`src/rtl/pipe_hazard_if.sv`:
```
// Hazard-control bundle between the pipeline datapath (master) and the
// stall/flush sequencer (slave).
interface pipe_hazard_if #(
   parameter int unsigned REGW = 3
) ();
   logic [REGW-1:0] id_rs;
   logic [REGW-1:0] id_rt;
   logic            id_rs_used;
   logic            id_rt_used;
   logic            id_halt;
   logic [REGW-1:0] ex_rd;
   logic [REGW-1:0] mem_rd;
   logic            ex_reg_write;
   logic            mem_reg_write;
   logic            ex_mem_to_reg;
   logic            ex_branch_taken;
   logic            imem_stall;
   logic            dmem_stall;
   logic            pc_en;
   logic            ifid_en;
   logic            idex_en;
   logic            exmem_en;
   logic            memwb_en;
   logic            ifid_flush;
   logic            idex_flush;

   modport master (
      output id_rs, id_rt, id_rs_used, id_rt_used, id_halt, ex_rd, mem_rd, ex_reg_write,
             mem_reg_write, ex_mem_to_reg, ex_branch_taken, imem_stall, dmem_stall,
      input  pc_en, ifid_en, idex_en, exmem_en, memwb_en, ifid_flush, idex_flush
   );

   modport slave (
      input  id_rs, id_rt, id_rs_used, id_rt_used, id_halt, ex_rd, mem_rd, ex_reg_write,
             mem_reg_write, ex_mem_to_reg, ex_branch_taken, imem_stall, dmem_stall,
      output pc_en, ifid_en, idex_en, exmem_en, memwb_en, ifid_flush, idex_flush
   );
endinterface

```
`src/rtl/pipe_hazard_ctrl.sv`:
```
// Stall/flush sequencer for the five-stage pipeline: hazard resolution, halt drain
// and saturating stall/flush counters.
module pipe_hazard_ctrl #(
   parameter bit          FWD       = 1'b0,
   parameter int unsigned REGW      = 3,
   parameter int unsigned DRAIN_CYC = 3
) (
   input  logic          clk,
   input  logic          rst_n,
   pipe_hazard_if.slave  hz_io,
   output logic          halted_o,
   output logic [15:0]   stall_cnt_o,
   output logic [15:0]   flush_cnt_o
);
   localparam int unsigned DcntW = (DRAIN_CYC > 1) ? $clog2(DRAIN_CYC) : 1;
   localparam logic [DcntW-1:0] DcntLoad = DcntW'(DRAIN_CYC - 1);

   localparam logic [1:0] StRun    = 2'd0;
   localparam logic [1:0] StDrain  = 2'd1;
   localparam logic [1:0] StHalted = 2'd2;

   logic [1:0]       state_q, state_d;
   logic [DcntW-1:0] dcnt_q, dcnt_d;
   logic [15:0]      stall_q, stall_d;
   logic [15:0]      flush_q, flush_d;
   logic             raw;
   logic             stall_inc, flush_inc;
   logic             pc_en, ifid_en, idex_en, exmem_en, memwb_en, ifid_flush, idex_flush;

   function automatic logic hit(input logic [REGW-1:0] r);
      if (FWD) begin
         // Forwarding covers everything except a load result not yet read from memory.
         return hz_io.ex_reg_write && hz_io.ex_mem_to_reg && (hz_io.ex_rd == r);
      end
      return (hz_io.ex_reg_write && (hz_io.ex_rd == r)) ||
             (hz_io.mem_reg_write && (hz_io.mem_rd == r));
   endfunction

   always_comb begin
      raw = (hz_io.id_rs_used && hit(hz_io.id_rs)) || (hz_io.id_rt_used && hit(hz_io.id_rt));
   end

   always_comb begin
      pc_en      = 1'b0;
      ifid_en    = 1'b0;
      idex_en    = 1'b0;
      exmem_en   = 1'b0;
      memwb_en   = 1'b0;
      ifid_flush = 1'b0;
      idex_flush = 1'b0;
      stall_inc  = 1'b0;
      flush_inc  = 1'b0;
      state_d    = state_q;
      dcnt_d     = dcnt_q;
      case (state_q)
         StRun: begin
            if (hz_io.dmem_stall) begin
               stall_inc = 1'b1;
            end else if (hz_io.ex_branch_taken) begin
               {pc_en, ifid_en, idex_en, exmem_en, memwb_en} = 5'b11111;
               ifid_flush = 1'b1;
               idex_flush = 1'b1;
               flush_inc  = 1'b1;
            end else if (raw) begin
               {idex_en, exmem_en, memwb_en} = 3'b111;
               idex_flush = 1'b1;
               stall_inc  = 1'b1;
            end else begin
               {pc_en, ifid_en, idex_en, exmem_en, memwb_en} = 5'b11111;
               if (hz_io.imem_stall) begin
                  pc_en      = 1'b0;
                  ifid_flush = 1'b1;
                  stall_inc  = 1'b1;
               end
               if (hz_io.id_halt) begin
                  state_d = StDrain;
                  dcnt_d  = DcntLoad;
               end
            end
         end
         StDrain: begin
            ifid_en    = 1'b1;
            ifid_flush = 1'b1;
            idex_en    = 1'b1;
            idex_flush = 1'b1;
            exmem_en   = !hz_io.dmem_stall;
            memwb_en   = !hz_io.dmem_stall;
            if (!hz_io.dmem_stall) begin
               if (dcnt_q == '0) begin
                  state_d = StHalted;
               end else begin
                  dcnt_d = dcnt_q - 1'b1;
               end
            end
         end
         default: ;
      endcase
      // Reset forces bubbles into both front registers regardless of state.
      if (!rst_n) begin
         {pc_en, ifid_en, idex_en, exmem_en, memwb_en} = 5'b00000;
         ifid_flush = 1'b1;
         idex_flush = 1'b1;
      end
   end

   always_comb begin
      stall_d = (stall_inc && (stall_q != 16'hFFFF)) ? stall_q + 16'd1 : stall_q;
      flush_d = (flush_inc && (flush_q != 16'hFFFF)) ? flush_q + 16'd1 : flush_q;
   end

   always_ff @(posedge clk or negedge rst_n) begin
      if (!rst_n) begin
         state_q <= StRun;
         dcnt_q  <= '0;
         stall_q <= '0;
         flush_q <= '0;
      end else begin
         state_q <= state_d;
         dcnt_q  <= dcnt_d;
         stall_q <= stall_d;
         flush_q <= flush_d;
      end
   end

   assign hz_io.pc_en      = pc_en;
   assign hz_io.ifid_en    = ifid_en;
   assign hz_io.idex_en    = idex_en;
   assign hz_io.exmem_en   = exmem_en;
   assign hz_io.memwb_en   = memwb_en;
   assign hz_io.ifid_flush = ifid_flush;
   assign hz_io.idex_flush = idex_flush;
   assign halted_o         = (state_q == StHalted);
   assign stall_cnt_o      = stall_q;
   assign flush_cnt_o      = flush_q;
endmodule

```
`src/flat_wrapper.sv`:
```
// flat-port wrapper written by rule: the top's interface ports become plain ports
module pipe_hazard_ctrl_flat 
#(
   parameter bit          FWD       = 1'b0,
   parameter int unsigned REGW      = 3,
   parameter int unsigned DRAIN_CYC = 3
)
  (clk, rst_n, halted_o, stall_cnt_o, flush_cnt_o, hz_io_id_rs, hz_io_id_rt, hz_io_id_rs_used, hz_io_id_rt_used, hz_io_id_halt, hz_io_ex_rd, hz_io_mem_rd, hz_io_ex_reg_write, hz_io_mem_reg_write, hz_io_ex_mem_to_reg, hz_io_ex_branch_taken, hz_io_imem_stall, hz_io_dmem_stall, hz_io_pc_en, hz_io_ifid_en, hz_io_idex_en, hz_io_exmem_en, hz_io_memwb_en, hz_io_ifid_flush, hz_io_idex_flush);
  pipe_hazard_if #(.REGW(REGW)) hz_io_i ();
  input  logic clk;
  input  logic rst_n;
  output logic halted_o;
  output logic [15:0] stall_cnt_o;
  output logic [15:0] flush_cnt_o;
  input wire logic [$bits(hz_io_i.id_rs)-1:0] hz_io_id_rs;
  input wire logic [$bits(hz_io_i.id_rt)-1:0] hz_io_id_rt;
  input wire logic [$bits(hz_io_i.id_rs_used)-1:0] hz_io_id_rs_used;
  input wire logic [$bits(hz_io_i.id_rt_used)-1:0] hz_io_id_rt_used;
  input wire logic [$bits(hz_io_i.id_halt)-1:0] hz_io_id_halt;
  input wire logic [$bits(hz_io_i.ex_rd)-1:0] hz_io_ex_rd;
  input wire logic [$bits(hz_io_i.mem_rd)-1:0] hz_io_mem_rd;
  input wire logic [$bits(hz_io_i.ex_reg_write)-1:0] hz_io_ex_reg_write;
  input wire logic [$bits(hz_io_i.mem_reg_write)-1:0] hz_io_mem_reg_write;
  input wire logic [$bits(hz_io_i.ex_mem_to_reg)-1:0] hz_io_ex_mem_to_reg;
  input wire logic [$bits(hz_io_i.ex_branch_taken)-1:0] hz_io_ex_branch_taken;
  input wire logic [$bits(hz_io_i.imem_stall)-1:0] hz_io_imem_stall;
  input wire logic [$bits(hz_io_i.dmem_stall)-1:0] hz_io_dmem_stall;
  output wire logic [$bits(hz_io_i.pc_en)-1:0] hz_io_pc_en;
  output wire logic [$bits(hz_io_i.ifid_en)-1:0] hz_io_ifid_en;
  output wire logic [$bits(hz_io_i.idex_en)-1:0] hz_io_idex_en;
  output wire logic [$bits(hz_io_i.exmem_en)-1:0] hz_io_exmem_en;
  output wire logic [$bits(hz_io_i.memwb_en)-1:0] hz_io_memwb_en;
  output wire logic [$bits(hz_io_i.ifid_flush)-1:0] hz_io_ifid_flush;
  output wire logic [$bits(hz_io_i.idex_flush)-1:0] hz_io_idex_flush;
  assign hz_io_i.id_rs = hz_io_id_rs;
  assign hz_io_i.id_rt = hz_io_id_rt;
  assign hz_io_i.id_rs_used = hz_io_id_rs_used;
  assign hz_io_i.id_rt_used = hz_io_id_rt_used;
  assign hz_io_i.id_halt = hz_io_id_halt;
  assign hz_io_i.ex_rd = hz_io_ex_rd;
  assign hz_io_i.mem_rd = hz_io_mem_rd;
  assign hz_io_i.ex_reg_write = hz_io_ex_reg_write;
  assign hz_io_i.mem_reg_write = hz_io_mem_reg_write;
  assign hz_io_i.ex_mem_to_reg = hz_io_ex_mem_to_reg;
  assign hz_io_i.ex_branch_taken = hz_io_ex_branch_taken;
  assign hz_io_i.imem_stall = hz_io_imem_stall;
  assign hz_io_i.dmem_stall = hz_io_dmem_stall;
  assign hz_io_pc_en = hz_io_i.pc_en;
  assign hz_io_ifid_en = hz_io_i.ifid_en;
  assign hz_io_idex_en = hz_io_i.idex_en;
  assign hz_io_exmem_en = hz_io_i.exmem_en;
  assign hz_io_memwb_en = hz_io_i.memwb_en;
  assign hz_io_ifid_flush = hz_io_i.ifid_flush;
  assign hz_io_idex_flush = hz_io_i.idex_flush;
  pipe_hazard_ctrl #(.FWD(FWD), .REGW(REGW), .DRAIN_CYC(DRAIN_CYC)) u_core (.clk(clk), .rst_n(rst_n), .hz_io(hz_io_i), .halted_o(halted_o), .stall_cnt_o(stall_cnt_o), .flush_cnt_o(flush_cnt_o));
endmodule
```
`config.mk`:
```
export PLATFORM = sky130hd
export DESIGN_NAME = pipe_hazard_ctrl_flat
export DESIGN_NICKNAME = d
export VERILOG_FILES = /design/src/rtl/pipe_hazard_if.sv /design/src/rtl/pipe_hazard_ctrl.sv /design/src/flat_wrapper.sv
export SDC_FILE = /design/constraint.sdc
export NUM_CORES = 1
export LEC_CHECK = 0
export CAP_MARGIN = 20
export CORE_UTILIZATION = 30
export CTS_BUF_LIST = sky130_fd_sc_hd__clkbuf_8 sky130_fd_sc_hd__clkbuf_16
export CTS_CLUSTER_DIAMETER = 30
export DETAILED_ROUTE_END_ITERATION = 10
export MAX_ROUTING_LAYER = met4
export PLACE_DENSITY = 0.65
export REMOVE_ABC_BUFFERS = 1
export SLEW_MARGIN = 20
export SYNTH_ARGS = -nofsm -noshare
export SYNTH_HDL_FRONTEND = slang
export SYNTH_SLANG_ARGS = --single-unit
```
`constraint.sdc`:
```
create_clock -name clk -period 2 [get_ports clk]
set_input_delay 0.4 -clock clk [delete_from_list [all_inputs] [get_ports clk]]
set_output_delay 0.4 -clock clk [all_outputs]
set_load 0.03 [all_outputs]
```
[After elaboration in Yosys (flattened, before gate mapping)]
Cells that the tools add are included.
Cells by class
  $add $sub $neg: 3
  equal/unequal tests: 15
  reductions and logical operators: 17
  mux-type cells: 48
Operator list (count)
  $add A16 B1 Y16 const B: 2
  $ne A16 B16 Y1 const B: 2
  $mux W1: 29
  $mux W2: 12
  $reduce_and A7 Y1: 2
  $eq A3 B3 Y1: 4
  $ne A2 B2 Y1 const B: 6
  $pmux W1 S2: 5
  $logic_and A1 B1 Y1: 8
  $pmux W2 S2: 2
  $logic_not A2 Y1: 2
  $logic_or A1 B1 Y1: 3
  $eq A2 B1 Y1 const B: 1
  $eq A2 B2 Y1 const B: 1
  $ne A2 B1 Y1 const B: 1
  $reduce_bool A2 Y1: 1
  $sub A2 B1 Y2 const B: 1
  $logic_not A1 Y1: 1
Storage, ports and cells
  word-level logic and storage cells: 87
  input port bits: 23
  output and inout bits: 40
  bits in registers: 36

[Longest topological paths before layout]
Gate-level depths: netlist of run 1.
  depth in word-level cells: 10
  depth in mapped cells: 7
  depth with buffers taken out: 7

[Worst setup path after synthesis of run 1]
OpenSTA, ideal clock, no wires.
  kind: register -> output
  from: register u_core.state_q[0]
  to: output hz_io_ifid_en
  data required time: 1.600 ns
  arrival: 2.276 ns
  path buffers: 1
  setup slack: -0.676 ns
  cell stages (with the launch flop): 5
  path through: dfrtp_1 clkbuf_1 inv_1 a211oi_1 a21boi_0
On the way
  word-level cells in the longest chain between the ends: 3
  elaborated cells on any way between the ends: 4
  those cells by class: 1 x eq/ne; 2 x mux; 1 x reduce/logical
Ends and longest elaborated chain
  start: declaration: line pipe_hazard_ctrl.sv:22  | logic [1:0] state_q, state_d;
  start signal: assignment: line pipe_hazard_ctrl.sv:113  | state_q <= StRun;
  start signal: assignment: line pipe_hazard_ctrl.sv:118  | state_q <= state_d;
  $eq A2 B1 Y1 / $logic_not A2 Y1 (equally long branches): line pipe_hazard_ctrl.sv:55  | case (state_q)
  $pmux W1 S2 *: line pipe_hazard_ctrl.sv:55
  $mux W1 *: line pipe_hazard_ctrl.sv:99  | if (!rst_n) begin
  end: declaration: line flat_wrapper.sv:29  | output wire logic [$bits(hz_io_i.ifid_en)-1:0] hz_io_ifid_en;
Every way passes the cells marked *; elsewhere a longest branch is shown, timed or not.

[Worst setup path in the final report of run 1]
  from: input hz_io_id_rt[1]
  to: output hz_io_pc_en
On the way
  word-level cells in the longest chain between the ends: 10
  elaborated cells on any way between the ends: 12
  those cells by class: 2 x eq/ne; 5 x mux; 5 x reduce/logical
Ends and longest elaborated chain
  start: declaration: line flat_wrapper.sv:16  | input wire logic [$bits(hz_io_i.id_rt)-1:0] hz_io_id_rt;
  $eq A3 B3 Y1 (on tied branches): line pipe_hazard_ctrl.sv:35, pipe_hazard_ctrl.sv:36
  $logic_and A1 B1 Y1 (on tied branches): line pipe_hazard_ctrl.sv:35, pipe_hazard_ctrl.sv:36
  $logic_or A1 B1 Y1 *: line pipe_hazard_ctrl.sv:35  | return (hz_io.ex_reg_write && (hz_io.ex_rd == r)) ||
  $logic_and A1 B1 Y1 *: line pipe_hazard_ctrl.sv:40  | raw = (hz_io.id_rs_used && hit(hz_io.id_rs)) || (hz_io.id_rt_used && hit(hz_io.id_rt));
  $logic_or A1 B1 Y1 *: line pipe_hazard_ctrl.sv:40
  $mux W1 *: line pipe_hazard_ctrl.sv:64  | end else if (raw) begin
  $mux W1 *: line pipe_hazard_ctrl.sv:59  | end else if (hz_io.ex_branch_taken) begin
  $mux W1 *: line pipe_hazard_ctrl.sv:57  | if (hz_io.dmem_stall) begin
  $mux W1 *: line pipe_hazard_ctrl.sv:55
  $mux W1 *: line pipe_hazard_ctrl.sv:99
  end: declaration: line flat_wrapper.sv:28  | output wire logic [$bits(hz_io_i.pc_en)-1:0] hz_io_pc_en;
Marks and branches as above.

==> results of run 1 <==
## power by group through the flow
| stage | Combinational, mW | Sequential [mW] | Clock [mW] |
|---|---|---|---|
| floorplan | 0.0567 | 0.744 | 0 |
| global placement | 0.152 | 0.744 | 0 |
| detailed placement | 0.154 | 0.744 | 0 |
| CTS | 0.160 | 0.730 | 0.549 |
| global route | 0.197 | 0.730 | 0.574 |
| finish | 0.184 | 0.731 | 0.520 |
## cells by family after synthesis
kind of cell,share of synthesized area [%]
mux,1.537
simple gates,26.85
fa+ha+maj,1.774
flops,42.58
buf+inv,3.193
xor+xnor,16.97
compound gates,7.097
## worst max-delay path, cell delays in order
cell	delay, ps
buf_2	120
xnor2_1	140
nand4_1	190
a21boi_4	220
or2_4	160
nor2_2	30
o211a_1	230
buf_6	140
## Yosys cell counts, types with 2 or more instances
library cell	instances	share of area [%]
inv_1	9	1.6
o21ai_0	2	0.47
mux2_2	2	1.1
a21oi_1	4	0.95
and3_1	2	0.59
nand3_1	7	1.7
nand4_1	13	3.8
nand3_2	2	0.95
dfrtp_1	36	43
nor4_4	4	4.0
a21boi_2	2	1.1
xnor2_1	22	9.1
a31oi_1	3	0.89
nor3_1	7	1.7
nand2_1	16	2.8
nor4b_1	3	1.2
xor2_1	19	7.9
nor3_2	4	1.9
buf_6	2	1.1
nor2_1	14	2.5
and4_1	2	0.83
ha_1	3	1.8
## registers in the layout, indices dropped and copies added (netlist names)
signal	count
u_core.dcnt_q	2
u_core.flush_cnt_o	16
u_core.stall_cnt_o	16
u_core.state_q	2
## cells in the final DEF (no fill, tap or decap), types with 2 or more instances in the layout
cell             instances
a21boi_4                 2
buf_2                    5
a21oi_1                  4
clkbuf_8                 6
nor2_2                   2
a31oi_1                  3
mux2_2                   2
xor2_1                  19
nor3_2                   4
buf_4                   37
nor2_1                  13
nor4_4                   4
xnor2_1                 13
inv_1                   11
buf_6                    7
nor3_1                   7
nand2_1                 16
nand3_2                  2
nand4_1                 13
clkdlybuf4s50_1         33
nand3_1                  7
and3_1                   2
ha_1                     3
xnor2_2                  9
and4_1                   2
dfrtp_1                 35
nor4b_1                  3
dlygate4sd2_1            7
## routing by layer
metal | global-route usage (%) | up-vias | routed length (um)
met5 | - | - | 0
met4 | 5.455 | 0 | 77
met3 | 3.080 | 7 | 313
met2 | 21.93 | 47 | 2272
met1 | 17.46 | 887 | 2365
li1 | - | 896 | -
## layout make-up
cell class | instances | area, um^2
clock inverters | 2 | 7.507
fillers | 652 | 3587
inverters | 9 | 33.78
multi-input cells | 151 | 1240
repair buffers | 92 | 820.8
clock buffers | 6 | 82.58
well taps | 96 | 120.1
flip-flops and latches | 36 | 902.1
## worst min path at each step
| stage | slack, ps | to |
|---|---|---|
| after CTS | 240 | u_core.flush_cnt_o[13]$_DFFE_PN0P_ |
| after floorplan | 100 | u_core.dcnt_q[0]$_DFFE_PN0P_ |
| after global routing | 270 | u_core.flush_cnt_o[15]$_DFFE_PN0P_ |
| after global placement | 470 | u_core.dcnt_q[0]$_DFFE_PN0P_ |
| after detailed placement | 480 | u_core.dcnt_q[0]$_DFFE_PN0P_ |
| final | 220 | u_core.flush_cnt_o[3]$_DFFE_PN0P_ |
## what timing repair did
action / 4_1_cts / 5_1_grt
gates resized for setup: 63 / 28
buffers inserted: 7 / 0
hold buffers: 0 / 0
setup endpoints to repair: 24 / 4
pin swaps: 22 / 16
==> reports/qor.csv, run 1 <==
metric;value;unit
fin_area;3207;um^2
vias;1837;
dp.final_hpwl;3.721;mm
synth_edf_count;0;
powerDensity;447.4;nW/um^2
initial_core_util;31.14;%
port_buffers;61;
coreArea;6794;um^2
cts_tree;yes;
worst_pin_slew;476.9;ps
fin_tns_setup;-34.13;ps
ys.warnings.count;0;
cts.sinks;36;
worstSetupPathType;in -> out;
final_antenna_net_count;0;
fin_cells;392;
timing.fmax;0.4916;GHz
r2r_cells;7;
cp_max_fo;4;
power;1.435;mW
max-cap-violations;0;
worstPathRequired;1600;ps
area_delta_synth_final;51.57;%
slew_headroom;68.20;%
die_h;85.98;um
dpl.cell_count;378;
drcViolationCount;0;
dr.pass1.iters;4;
swShare;23.56;%
synth.distinct_cells;44;
finClkSkew;3.651;ps
drt_iter0_drc;39;
clock_power_share;36.3;%
fin_util;47.20;%
die_area;7393;um^2
syn_inst;200;
worstSetupEndpoint;hz_io_pc_en;
grt_pass1_wl;7.928;mm
die_width;85.98;um
seq_area_frac_synth;42.58;%
outcome;finished, violations left;
path_clk_slew;70;ps
antenna_found_initial;0;
drt_wl_total;5.028;mm
period_share;101.7;%
fin_crit;2034;ps
startpoint;hz_io_id_rt[1];
grt_pass1_vias;1752;
synthFlopType;dfrtp_1;
critPathCaptureType;output port;
rsz0062_at_grt;true;
layout.nets;321;
power_switching;338.0;uW
cts_max_level;2;
clk_latency;280;ps
clk_path_buf_depth;2;
arrival;1630;ps
hold_viol_final;0;
cts_made_buffers;5;
ys_ff_latch;36;
setup.worst_path.start_class;input pin;
internal-power;1.097;mW
worst_r2r_endpoint;u_core.stall_cnt_o[7]$_DFFE_PN0P_;
root_buffer;clkbuf_8;
gp_congestion;0.7580;
antenna_cells;0;
final_max_slew_viol_count;0;
syn_avg_cell_area;10.58;um^2
vdd_drop_max;0.0003195;V
violations;negative setup slack;
r2r_slack;170;ps
fin_ws;-34.13;ps
overflow;0;
grt_max_degree;37;
combPwrFrac;12.8;%
vias_per_cell;4.686;
setup_viol;1;
wl_per_cell;12.83;um
seq_power_share;50.9;%
placed_area;2978;um^2
drive_gt1_share;30.74;%
hp-class;in -> async;
synth.cell_area;2116;um^2
io_pins;63;
hold_ws;223.8;ps
place_ws;-743.0;ps
synthArstFlopShare;100.0;%
rr_startpoint;u_core.stall_cnt_o[5]$_DFFE_PN0P_;
track_usage;13.95;%
leakage;1.499;nW
row_count;30;
No activity file was read; power rests on OpenSTA's default activity.
==> run 2, diff against run 1 <==
--- a/config.mk
+++ b/config.mk
@@ -9,11 +9,11 @@
 export CORE_UTILIZATION = 30
 export CTS_BUF_LIST = sky130_fd_sc_hd__clkbuf_8 sky130_fd_sc_hd__clkbuf_16
 export CTS_CLUSTER_DIAMETER = 30
+export CTS_CLUSTER_SIZE = 30
 export DETAILED_ROUTE_END_ITERATION = 10
 export MAX_ROUTING_LAYER = met4
 export PLACE_DENSITY = 0.65
 export REMOVE_ABC_BUFFERS = 1
-export SLEW_MARGIN = 20
 export SYNTH_ARGS = -nofsm -noshare
 export SYNTH_HDL_FRONTEND = slang
 export SYNTH_SLANG_ARGS = --single-unit
==> constraint.sdc (replaced) <==
create_clock -name clk -period 2 [get_ports clk]
set_input_delay 0.6 -clock clk [delete_from_list [all_inputs] [get_ports clk]]
set_output_delay 0.6 -clock clk [all_outputs]
set_load 0.03 [all_outputs]
==> run 2 against run 1 <==
Net effect: the run still ends with negative setup slack left; setup slack worse by 370 ps; die area stayed put; combinational power rose by 26%; fmax decreased by 15%; clock power rose by 1%; critical endpoint unchanged; largest cell class unchanged; largest power group unchanged.
==> reports/qor.csv, run 2 (same netlist as run 1, synthesis figures left out) <==
metric;value;unit;change
outcome;finished, violations left;;
worstSetupPathType;in -> out;;
drt_iter0_drc;29;;-26%
cts_made_buffers;5;;unchanged
combPwrFrac;15.6;%;+2.8 points
cts.sinks;36;;unchanged
area_delta_synth_final;65.64;%;
max-cap-violations;0;;unchanged
initial_core_util;31.14;%;unchanged
vdd_drop_max;0.0003312;V;+3.7%
final_antenna_net_count;0;;unchanged
finClkSkew;5.758;ps;+2.108 ps
wl_per_cell;13.61;um;+6.1%
path_common_cell;buf_6;;
vias;1878;;+2.2%
row_count;30;;unchanged
setup.worst_path.start_class;input pin;;
rsz0062_at_grt;true;;
setup_viol;11;;+10
internal-power;1.125;mW;+2.6%
critPathMaxStageDelay;210;ps;-20 ps
hold_viol_final;0;;unchanged
crit_cells;8;;unchanged
grt_pass1_wl;8.576;mm;+8.2%
arrival;1810;ps;+180 ps
swShare;24.36;%;+0.80 points
gp_congestion;0.7842;;+3.5%
hp-class;in -> async;;
layout.nets;331;;+3.1%
path_buf_inv;2;;unchanged
drive_gt1_share;37.91;%;+7.2 points
powerDensity;424.3;nW/um^2;-5.2%
r2r_slack;100;ps;-70 ps
cts_tree;yes;;
period_share;120.3;%;+19 points
ctsHoldBuffers;0;;unchanged
drt_wl_total;5.473;mm;+8.9%
grt_max_degree;29;;-22%
path_clk_slew;70;ps;about the same
worst_pin_slew;361.2;ps;-115.7 ps
port_buffers;61;;unchanged
timing.fmax;0.4157;GHz;-15%
coreArea;6794;um^2;unchanged
overflow;0;;unchanged
fin_ws;-405.5;ps;-371.4 ps
antenna_cells;0;;unchanged
place_ws;-953.9;ps;-210.9 ps
worstPathRequired;1400;ps;-200 ps
power_switching;362.3;uW;+7.2%
hold_ws;256.4;ps;+32.62 ps
r2r_cells;7;;unchanged
dp.final_hpwl;3.782;mm;+1.6%
root_buffer;clkbuf_8;;
slew_headroom;75.92;%;+7.7 points
die_width;85.98;um;unchanged
io_pins;63;;unchanged
clk_path_buf_depth;2;;unchanged
violations;negative setup slack;;
critPathTopFamily;compound AO/OA/AOI/OAI gates;;
cp_max_fo;3;;-1
rr_startpoint;u_core.stall_cnt_o[5]$_DFFE_PN0P_;;
critPathCaptureType;output port;;
cts_max_level;2;;unchanged
dr.pass1.iters;4;;unchanged
leakage;1.837;nW;+22%
final_max_slew_viol_count;0;;unchanged
drcViolationCount;0;;unchanged
track_usage;15.23;%;+1.3 points
fin_crit;2405;ps;+371.4 ps
final_common_cell;buf_4;;
clock_power_share;35.4;%;-0.9 points
crit_slowest_cell;o211a_1;;
final_cell_mix;38 x buf_4, 36 x dfrtp_1, 27 x dlygate4sd2_1;;
die_h;85.98;um;unchanged
clk_latency;280;ps;about the same
worst_r2r_endpoint;u_core.stall_cnt_o[2]$_DFFE_PN0P_;;
grt_pass1_vias;1875;;+7.0%
antenna_found_initial;0;;unchanged
seq_power_share;49.0;%;-1.9 points
path_cells;buf_6, xnor2_1, nand4_1, a21boi_4, or2_4, nor2_1, o211a_1, buf_6;;
die_area;7393;um^2;unchanged
vias_per_cell;4.672;;-0.31%
[run 2: cell types whose count changed in the layout (fill, tap and decap cells not counted), sizes merged]
cell           previous run  this run
dlymetal6s2s              1         8
clkdlybuf4s50            33         3
dlygate4sd2               7        27
buf                      51        62
clkdlybuf4s15             0         2
[run 2: final cells by class]
cell class | count | area, um^2
Multi-Input combinational cell | 151 | 1413
Inverter | 9 | 33.78
Fill cell | 633 | 3289
Tap cell | 96 | 120.1
Timing Repair Buffer | 102 | 947.2
Sequential cell | 36 | 900.9
Clock buffer | 6 | 82.58
Clock inverter | 2 | 7.507
[run 2: worst register-to-register path: cells and delay by family, from the launching register on]
| kind | cells | cell delay [ps] |
|---|---|---|
| flops | 1 | 370 |
| simple gates | 4 | 690 |
| buf+inv | 1 | 240 |
| compound gates | 1 | 330 |
| xor+xnor | 1 | 160 |
[run 2: worst max-delay path by stage]
stage                                 from                                 to  slack, ps
after detailed placement    hz_io_id_rs[1]  u_core.stall_cnt_o[0]$_DFFE_PN0P_       -950
after floorplan           hz_io_dmem_stall                        hz_io_pc_en       -990
final                       hz_io_id_rt[2]                        hz_io_pc_en       -410
after global placement     hz_io_mem_rd[0]  u_core.stall_cnt_o[0]$_DFFE_PN0P_       -910
after global routing        hz_io_id_rt[2]                        hz_io_pc_en       -460
after CTS                   hz_io_id_rt[0]                        hz_io_pc_en       -380
[run 2: power by group through the flow]
stage	Combinational (mW)	Clock, mW	Sequential (mW)
2_1_floorplan	0.0567	0	0.744
3_3_place_gp	0.161	0	0.743
3_5_place_dp	0.161	0	0.743
4_1_cts	0.198	0.551	0.729
5_1_grt	0.248	0.587	0.729
6_report	0.232	0.526	0.729
[run 2: layer usage]
| metal | global-route usage (%) | routed length, um |
|---|---|---|
| met5 | - | 0 |
| met3 | 3.754 | 334 |
| met4 | 6.212 | 55 |
| met1 | 18.08 | 2402 |
| met2 | 24.68 | 2680 |
[run 2: repair_timing]
action | in CTS | in global routing
endpoints found under the setup margin | 60 | 33
pin swaps | 29 | 29
gates resized for setup | 124 | 44
buffers inserted | 8 | 3
[run 2: stage by stage]
step                cells  setup TNS (ps)  utilization [%]  total power [mW]  area [um^2]
floorplan             196           -5267                -            0.8008         2082
global placement      383          -23710            44.38            0.9041         3015
detailed placement    383          -24290            44.38            0.9049         3015
CTS                   399           -1459            47.94             1.478         3257
global route          402           -2794            51.58             1.564         3505
finish                402           -1777            51.58             1.487         3505
==> run 3, diff against run 2 <==
--- a/config.mk
+++ b/config.mk
@@ -5,7 +5,9 @@
 export SDC_FILE = /design/constraint.sdc
 export NUM_CORES = 1
 export LEC_CHECK = 0
+export ABC_CLOCK_PERIOD_IN_PS = 2000
 export CAP_MARGIN = 20
+export CORE_MARGIN = 1
 export CORE_UTILIZATION = 30
 export CTS_BUF_LIST = sky130_fd_sc_hd__clkbuf_8 sky130_fd_sc_hd__clkbuf_16
 export CTS_CLUSTER_DIAMETER = 30
==> results of run 3 <==
Same layout as run 2: the final DEF is identical, and so are final timing and power.
